<file path="src/rtl/axi_wr_arbiter.sv">
// Round-robin arbiter that hands one shared AXI write path (AW/W/B) to one of two
// requesters for a whole transaction, generating wlast from the granted awlen.
module axi_wr_arbiter #(
    parameter int AW = 32,
    parameter int DW = 64,
    parameter int SW = 8
) (
    input  logic            axi_aclk,
    input  logic            rst,
    input  logic [1:0]      m_awvalid,
    input  logic [2*AW-1:0] m_awaddr,
    input  logic [15:0]     m_awlen,
    input  logic [5:0]      m_awsize,
    input  logic [3:0]      m_awburst,
    output logic [1:0]      m_awready,
    input  logic [1:0]      m_wvalid,
    input  logic [2*DW-1:0] m_wdata,
    input  logic [2*SW-1:0] m_wstrb,
    output logic [1:0]      m_wready,
    output logic [1:0]      m_bvalid,
    output logic [1:0]      m_bresp,
    input  logic [1:0]      m_bready,
    output logic [AW-1:0]   axi_awaddr,
    output logic [7:0]      axi_awlen,
    output logic [2:0]      axi_awsize,
    output logic [1:0]      axi_awburst,
    output logic            axi_awvalid,
    input  logic            axi_awready,
    output logic [DW-1:0]   axi_wdata,
    output logic [SW-1:0]   axi_wstrb,
    output logic            axi_wlast,
    output logic            axi_wvalid,
    input  logic            axi_wready,
    input  logic [1:0]      axi_bresp,
    input  logic            axi_bvalid,
    output logic            axi_bready,
    output logic            grant,
    output logic            busy
);

    typedef enum logic [1:0] {IDLE = 2'd0, ADDR = 2'd1, DATA = 2'd2, RESP = 2'd3} state_t;

    state_t          r_state;
    state_t          w_nextState;
    logic            r_grant;
    logic            r_lastGrant;
    logic [7:0]      r_beatCnt;
    logic            r_awvalid;
    logic [AW-1:0]   r_awaddr;
    logic [7:0]      r_awlen;
    logic [2:0]      r_awsize;
    logic [1:0]      r_awburst;

    logic            w_winner;
    logic            w_grantWvalid;
    logic            w_grantBready;
    logic [DW-1:0]   w_grantWdata;
    logic [SW-1:0]   w_grantWstrb;
    logic            w_wBeat;
    logic            w_bHandshake;

    // On a tie the requester that did not win last time gets the bus.
    assign w_winner      = (m_awvalid == 2'b11) ? ~r_lastGrant : m_awvalid[1];
    assign w_grantWvalid = r_grant ? m_wvalid[1] : m_wvalid[0];
    assign w_grantBready = r_grant ? m_bready[1] : m_bready[0];
    assign w_grantWdata  = r_grant ? m_wdata[DW +: DW] : m_wdata[0 +: DW];
    assign w_grantWstrb  = r_grant ? m_wstrb[SW +: SW] : m_wstrb[0 +: SW];
    assign w_wBeat       = (r_state == DATA) && w_grantWvalid && axi_wready;
    assign w_bHandshake  = (r_state == RESP) && axi_bvalid && w_grantBready;

    always_ff @(posedge axi_aclk) begin
        if (rst) r_state <= IDLE;
        else     r_state <= w_nextState;
    end

    always_comb begin
        w_nextState = r_state;
        m_awready   = 2'b00;
        m_wready    = 2'b00;
        m_bvalid    = 2'b00;
        m_bresp     = 2'b00;
        axi_wdata   = '0;
        axi_wstrb   = '0;
        axi_wlast   = 1'b0;
        axi_wvalid  = 1'b0;
        axi_bready  = 1'b0;
        case (r_state)
            IDLE: begin
                if (|m_awvalid) w_nextState = ADDR;
            end
            ADDR: begin
                m_awready = r_grant ? {axi_awready, 1'b0} : {1'b0, axi_awready};
                if (axi_awready) w_nextState = DATA;
            end
            DATA: begin
                axi_wvalid = w_grantWvalid;
                axi_wdata  = w_grantWdata;
                axi_wstrb  = w_grantWstrb;
                axi_wlast  = (r_beatCnt == 8'd0);
                m_wready   = r_grant ? {axi_wready, 1'b0} : {1'b0, axi_wready};
                if (w_wBeat && (r_beatCnt == 8'd0)) w_nextState = RESP;
            end
            RESP: begin
                m_bvalid   = r_grant ? {axi_bvalid, 1'b0} : {1'b0, axi_bvalid};
                m_bresp    = axi_bresp;
                axi_bready = w_grantBready;
                if (w_bHandshake) w_nextState = IDLE;
            end
            default: w_nextState = IDLE;
        endcase
    end

    // beat_cnt counts remaining beats after the current one, so wlast is simply cnt==0.
    always_ff @(posedge axi_aclk) begin
        if (rst) begin
            r_grant     <= 1'b0;
            r_lastGrant <= 1'b1;
            r_beatCnt   <= 8'd0;
            r_awvalid   <= 1'b0;
            r_awaddr    <= '0;
            r_awlen     <= 8'd0;
            r_awsize    <= 3'd0;
            r_awburst   <= 2'd0;
        end else begin
            case (r_state)
                IDLE: begin
                    if (|m_awvalid) begin
                        r_awvalid <= 1'b1;
                        r_grant   <= w_winner;
                        r_awaddr  <= w_winner ? m_awaddr[AW +: AW] : m_awaddr[0 +: AW];
                        r_awlen   <= w_winner ? m_awlen[15:8]      : m_awlen[7:0];
                        r_awsize  <= w_winner ? m_awsize[5:3]      : m_awsize[2:0];
                        r_awburst <= w_winner ? m_awburst[3:2]     : m_awburst[1:0];
                    end
                end
                ADDR: begin
                    if (axi_awready) begin
                        r_awvalid <= 1'b0;
                        r_beatCnt <= r_awlen;
                    end
                end
                DATA: begin
                    if (w_wBeat && (r_beatCnt != 8'd0)) r_beatCnt <= r_beatCnt - 8'd1;
                end
                RESP: begin
                    if (w_bHandshake) r_lastGrant <= r_grant;
                end
                default: ;
            endcase
        end
    end

    assign axi_awvalid = r_awvalid;
    assign axi_awaddr  = r_awaddr;
    assign axi_awlen   = r_awlen;
    assign axi_awsize  = r_awsize;
    assign axi_awburst = r_awburst;
    assign grant       = r_grant;
    assign busy        = (r_state != IDLE);

endmodule
</file>
<file path="config.mk">
export PLATFORM = sky130hd
export DESIGN_NAME = axi_wr_arbiter
export DESIGN_NICKNAME = d
export VERILOG_FILES = /design/src/rtl/axi_wr_arbiter.sv
export SDC_FILE = /design/constraint.sdc
export NUM_CORES = 1
export LEC_CHECK = 0
export CORE_AREA = 2 2 147 149
export DETAILED_ROUTE_END_ITERATION = 8
export DIE_AREA = 0 0 149 151
export DONT_BUFFER_PORTS = 1
export PLACE_DENSITY = 0.4
export SYNTH_ARGS = -nofsm -noshare
export SYNTH_HDL_FRONTEND = slang
export SYNTH_SLANG_ARGS = --single-unit
</file>
<file path="constraint.sdc">
create_clock -name axi_aclk -period 4.3 [get_ports axi_aclk]
set_clock_uncertainty 0.15 [all_clocks]
set_input_delay 0.645 -clock axi_aclk [delete_from_list [all_inputs] [get_ports axi_aclk]]
set_output_delay 0.645 -clock axi_aclk [all_outputs]
set_load 0.01 [all_outputs]
</file>
---- Word level (Yosys, flattened, before mapping) ----
Cells that the tools add are included.
W data, S select, Z words.
word-level totals
  memory bits (writable) .................. 0
  word-level logic and storage cells ...... 70
  memories kept ........................... 0
  flip-flop bits (word level) ............. 58
  memory bits (read-only) ................. 0
  input port bits ......................... 247
  latch bits .............................. 0
operators by class
  reduce and logical (&&, ||, !) cells .... 18
  bitwise operators ....................... 1
  $add $sub $neg .......................... 1
  order comparisons ....................... 0
  equality and inequality tests ........... 9
  div/mod/pow operators ................... 0
  $mul .................................... 0
  shifts and indexed selects .............. 0
  mux-type cells .......................... 32
operators with widths
  kind                   number
  $mux W64               2
  $mux W8                5
  $mux W32               1
  $mux W2                12
  $pmux W8 S2            1
  $logic_not A8 Y1       1
  $mux W1                8
  $pmux W2 S4            1
  $reduce_bool A8 Y1     1
  $sub A8 B1 Y8 const B  1
  $eq A2 B2 Y1 const B   3
  $logic_and A1 B1 Y1    6
  $ne A2 B2 Y1 const B   3
  $reduce_and A3 Y1      2
  $reduce_bool A2 Y1     3
  $ne A2 B1 Y1 const B   2
  $reduce_and A2 Y1      2
  $reduce_and A4 Y1      1
  $mux W3                1
  $eq A2 B1 Y1 const B   1
  $logic_not A2 Y1       1
  $pmux W1 S2            1
  $reduce_or A2 Y1       1
  $not A1 Y1             1

---- Longest topological paths before layout ----
  word-level depth ........................ 6
  gate-level depth with buffers ........... 8
  mapped depth without buffers ............ 7

---- Worst setup path after synthesis ----
No wires, ideal clock.
  path type ............................... register -> output
  start point ............................. register r_state[0]
  end point ............................... output port axi_wdata[10]
  path slack .............................. 1961 ps
  arrival time ............................ 1544 ps
  cell stages (with the launch flop) ...... 8
  data required time ...................... 3505 ps
  cell sequence ........................... dfxtp_1 inv_1 ha_1 buf_2 inv_2 buf_1 buf_1 nor2_1
between the ends
  longest elaborated chain between the ends .. 2
RTL lines
  what                      RTL line  RTL
  start: declaration        43        state_t r_state;
  start signal: assignment  73        else r_state <= w_nextState;
  $eq A2 B2 Y1              87        case (r_state)
  $mux W64                  87
  end: declaration          29        output logic [DW-1:0] axi_wdata,
No other way between the ends.

---- Worst setup path in the final report ----
  start point ............................. register r_state[0]
  end point ............................... output port axi_wstrb[2]
between the ends
  longest elaborated chain between the ends .. 2
RTL lines
  what              RTL line  RTL
  $eq A2 B2 Y1      87
  $mux W8           87
  end: declaration  30        output logic [SW-1:0] axi_wstrb,
No other way between the ends.

==> results.cfg <==
[global_routing]
grt_first_pass_wirelength_mm = 20.3
first_global_vias = 3357
antenna_found_initial = 6
grt_overflow = 0
grt_max_degree = 91
track_usage_pct = 12.5

[timing]
finalSetupViolCount = 0
fin_crit_ps = 3300
rsz0062_at_grt = no
hold_viol = 0
slew-limit-headroom_pct = 14.5
finalMaxSlewViolations = 0
timing.final.crit_share_pct = 76.8
timing.hold.ws_ps = 241
tightest_slew_ps = 1280
fmax_mhz = 303
setup_tns_ps = 0

[power]
worst_ir_drop_vdd_mv = 0.224
p_per_area_mw_per_mm2 = 606
power_uw = 2710
p_leak_uw = 0.00154

[clock_tree]
cts_setup_buffers = 0
hold_buffers = 0
clock_latency_ps = 320
clkSlewWorstSetupHoldPaths_ps = 50
numCtsBuffers = 9
cts_resized = 0
clk_path_buf_depth = 2
cts-root-buf = clkbuf_16
cts_tree = built
cts.sinks = 58
htree_levels = 3

[floorplan]
start_util_pct = 18.8
fp.coreArea_mm2 = 0.0208
ioPinCount = 378
row_count = 53
die_h_um = 151
die_w_um = 149
dieArea_mm2 = 0.0225

[job]
drv_cap = 0

[synth]
yosysWarnings = 0
synth_ff_type = dfxtp_1
synth-seq-cells = 58
synth_top_area_cell = mux2i_1
synth-adder-area-share_pct = 1.91
syn_inst = 484
synthSimpleGateAreaFrac_pct = 17.8
yosysTopAreaCellShare_pct = 30.6
synth-seq-area-share_pct = 29.6
synth_top_family_by_area = multiplexers
netlist_top_cells_count = 131 x nor2_1, 120 x mux2i_1, 58 x dfxtp_1
synthMuxAreaShare_pct = 30.6
synth-edff-count = 0
syn_area_mm2 = 0.00392
async_reset_ff_share_pct = 0
syn_avg_cell_area_um2 = 8.10
synth_xor_area_share_pct = 0
synth_nets = 737
yosysUniqueCellTypes = 41
synth_compound_area_share_pct = 14.9
synth.most_common_cell = nor2_1
synth.area.top_cells = mux2i_1 31%, dfxtp_1 30%, nor2_1 13%

[detailed_routing]
drtIter0Drc = 102
ant_nets = 0
route.detailed.drc = 0
vias_per_cell = 4.71
firstDrtPassIters = 4
avgRoutedWirePerCell_um = 21.1
drt-total-wl_mm = 15.7
routed-via-count = 3507

[worst_setup_path]
cp_top_family = buffers and inverters
critPathBufInv = 2
critPathMaxFanout = 82
cp_slowest_cell = inv_2
cp-end-kind = primary output
start_kind = register
path_class = reg -> out
slowest_delay_ps = 990
cp.required_ps = 3500
critPathArrivalTime_ps = 2510
crit_path_cell_trace = inv_1 > ha_1 > inv_2 > nor2_1

[placement]
hpwl_mm = 13.0
gp_congestion = 0.891
dpl.cell_count = 722
io_buffers = 0

[cells_and_area]
n_fill_cell = 2307
nets = 711
drive_above_1_share_pct = 5.18
syn_to_final_growth_pct = 13.9
fin_cells = 744

[hold_path]
hp-class = in -> reg

[outcome]
status = completed
## logic make-up after synthesis
kind of cell | after synthesis
simple gates | 168
compound gates | 85
fa+ha+maj | 6
mux | 120
buf+inv | 47
flops | 58
## power by group
group	total, uW	switching (uW)	internal [uW]
combinational	930	571	359
clock	745	248	497
sequential	1030	298	732
total	2710	1120	1590
## path summary, 6_finish.rpt
kind	end	cells past startpoint	slack (ps)	from
hold reg to reg	r_beatCnt[4]	2	320	r_beatCnt[4]
setup reg to reg	r_beatCnt[6]	5	1670	grant
setup / recovery	axi_wstrb[2]	4	1000	r_state[0]
hold / removal	axi_awaddr[4]	1	240	rst
## metal layers
metal / global-route usage, % / wire length [um]
met1: 12.3 / 5610
met2: 21.9 / 7960
met3: 4.37 / 1520
met4: 9.19 / 605
met5: 0 / 0
## flip-flops by register name, summed over array words and instances, names as in the netlist
signal,flops
axi_awaddr,32
axi_awvalid,1
r_beatCnt,8
r_lastGrant,1
axi_awlen,8
r_state,2
axi_awsize,3
axi_awburst,2
grant,1
## cells in the final DEF (no fill, tap or decap), types with 3 or more instances in the layout
cell type	Yosys	final
a211oi_1	46	46
a21oi_1	14	14
and3_1	4	4
buf_4	5	3
clkbuf_16	0	10
dfxtp_1	58	57
diode_2	0	6
ha_1	6	6
inv_1	6	6
mux2i_1	120	120
nand2_1	14	14
nor2_1	131	130
nor2b_1	6	6
o21ai_0	11	11
## worst register-to-register path: stages (launching register included)
cell	delay, ps
dfxtp_4	870
mux2i_1	630
nor3_2	130
a21oi_1	430
o21ai_0	180
a21oi_1	160
## layout make-up
class                   count  area, um2  area share [%]
clock buffers              12        268            6.00
multi-input cells         379       2580            57.7
clock inverters             4       47.5            1.06
inverters                   7       26.3           0.588
flip-flops and latches     58       1160            26.1
well taps                 275        344            7.71
diodes                      6       15.0           0.336
repair buffers              3       22.5           0.504
## metrics by stage
stage | area (um2) | setup slack [ps] | util (%)
floorplan | 3920 | 1960 | -
global placement | 4140 | 1490 | 19.9
detailed placement | 4140 | 1290 | 19.9
CTS | 4450 | 957 | 21.4
global route | 4470 | 743 | 21.4
finish | 4470 | 999 | 21.4
Note: power is estimated with default switching activity, not from simulation.
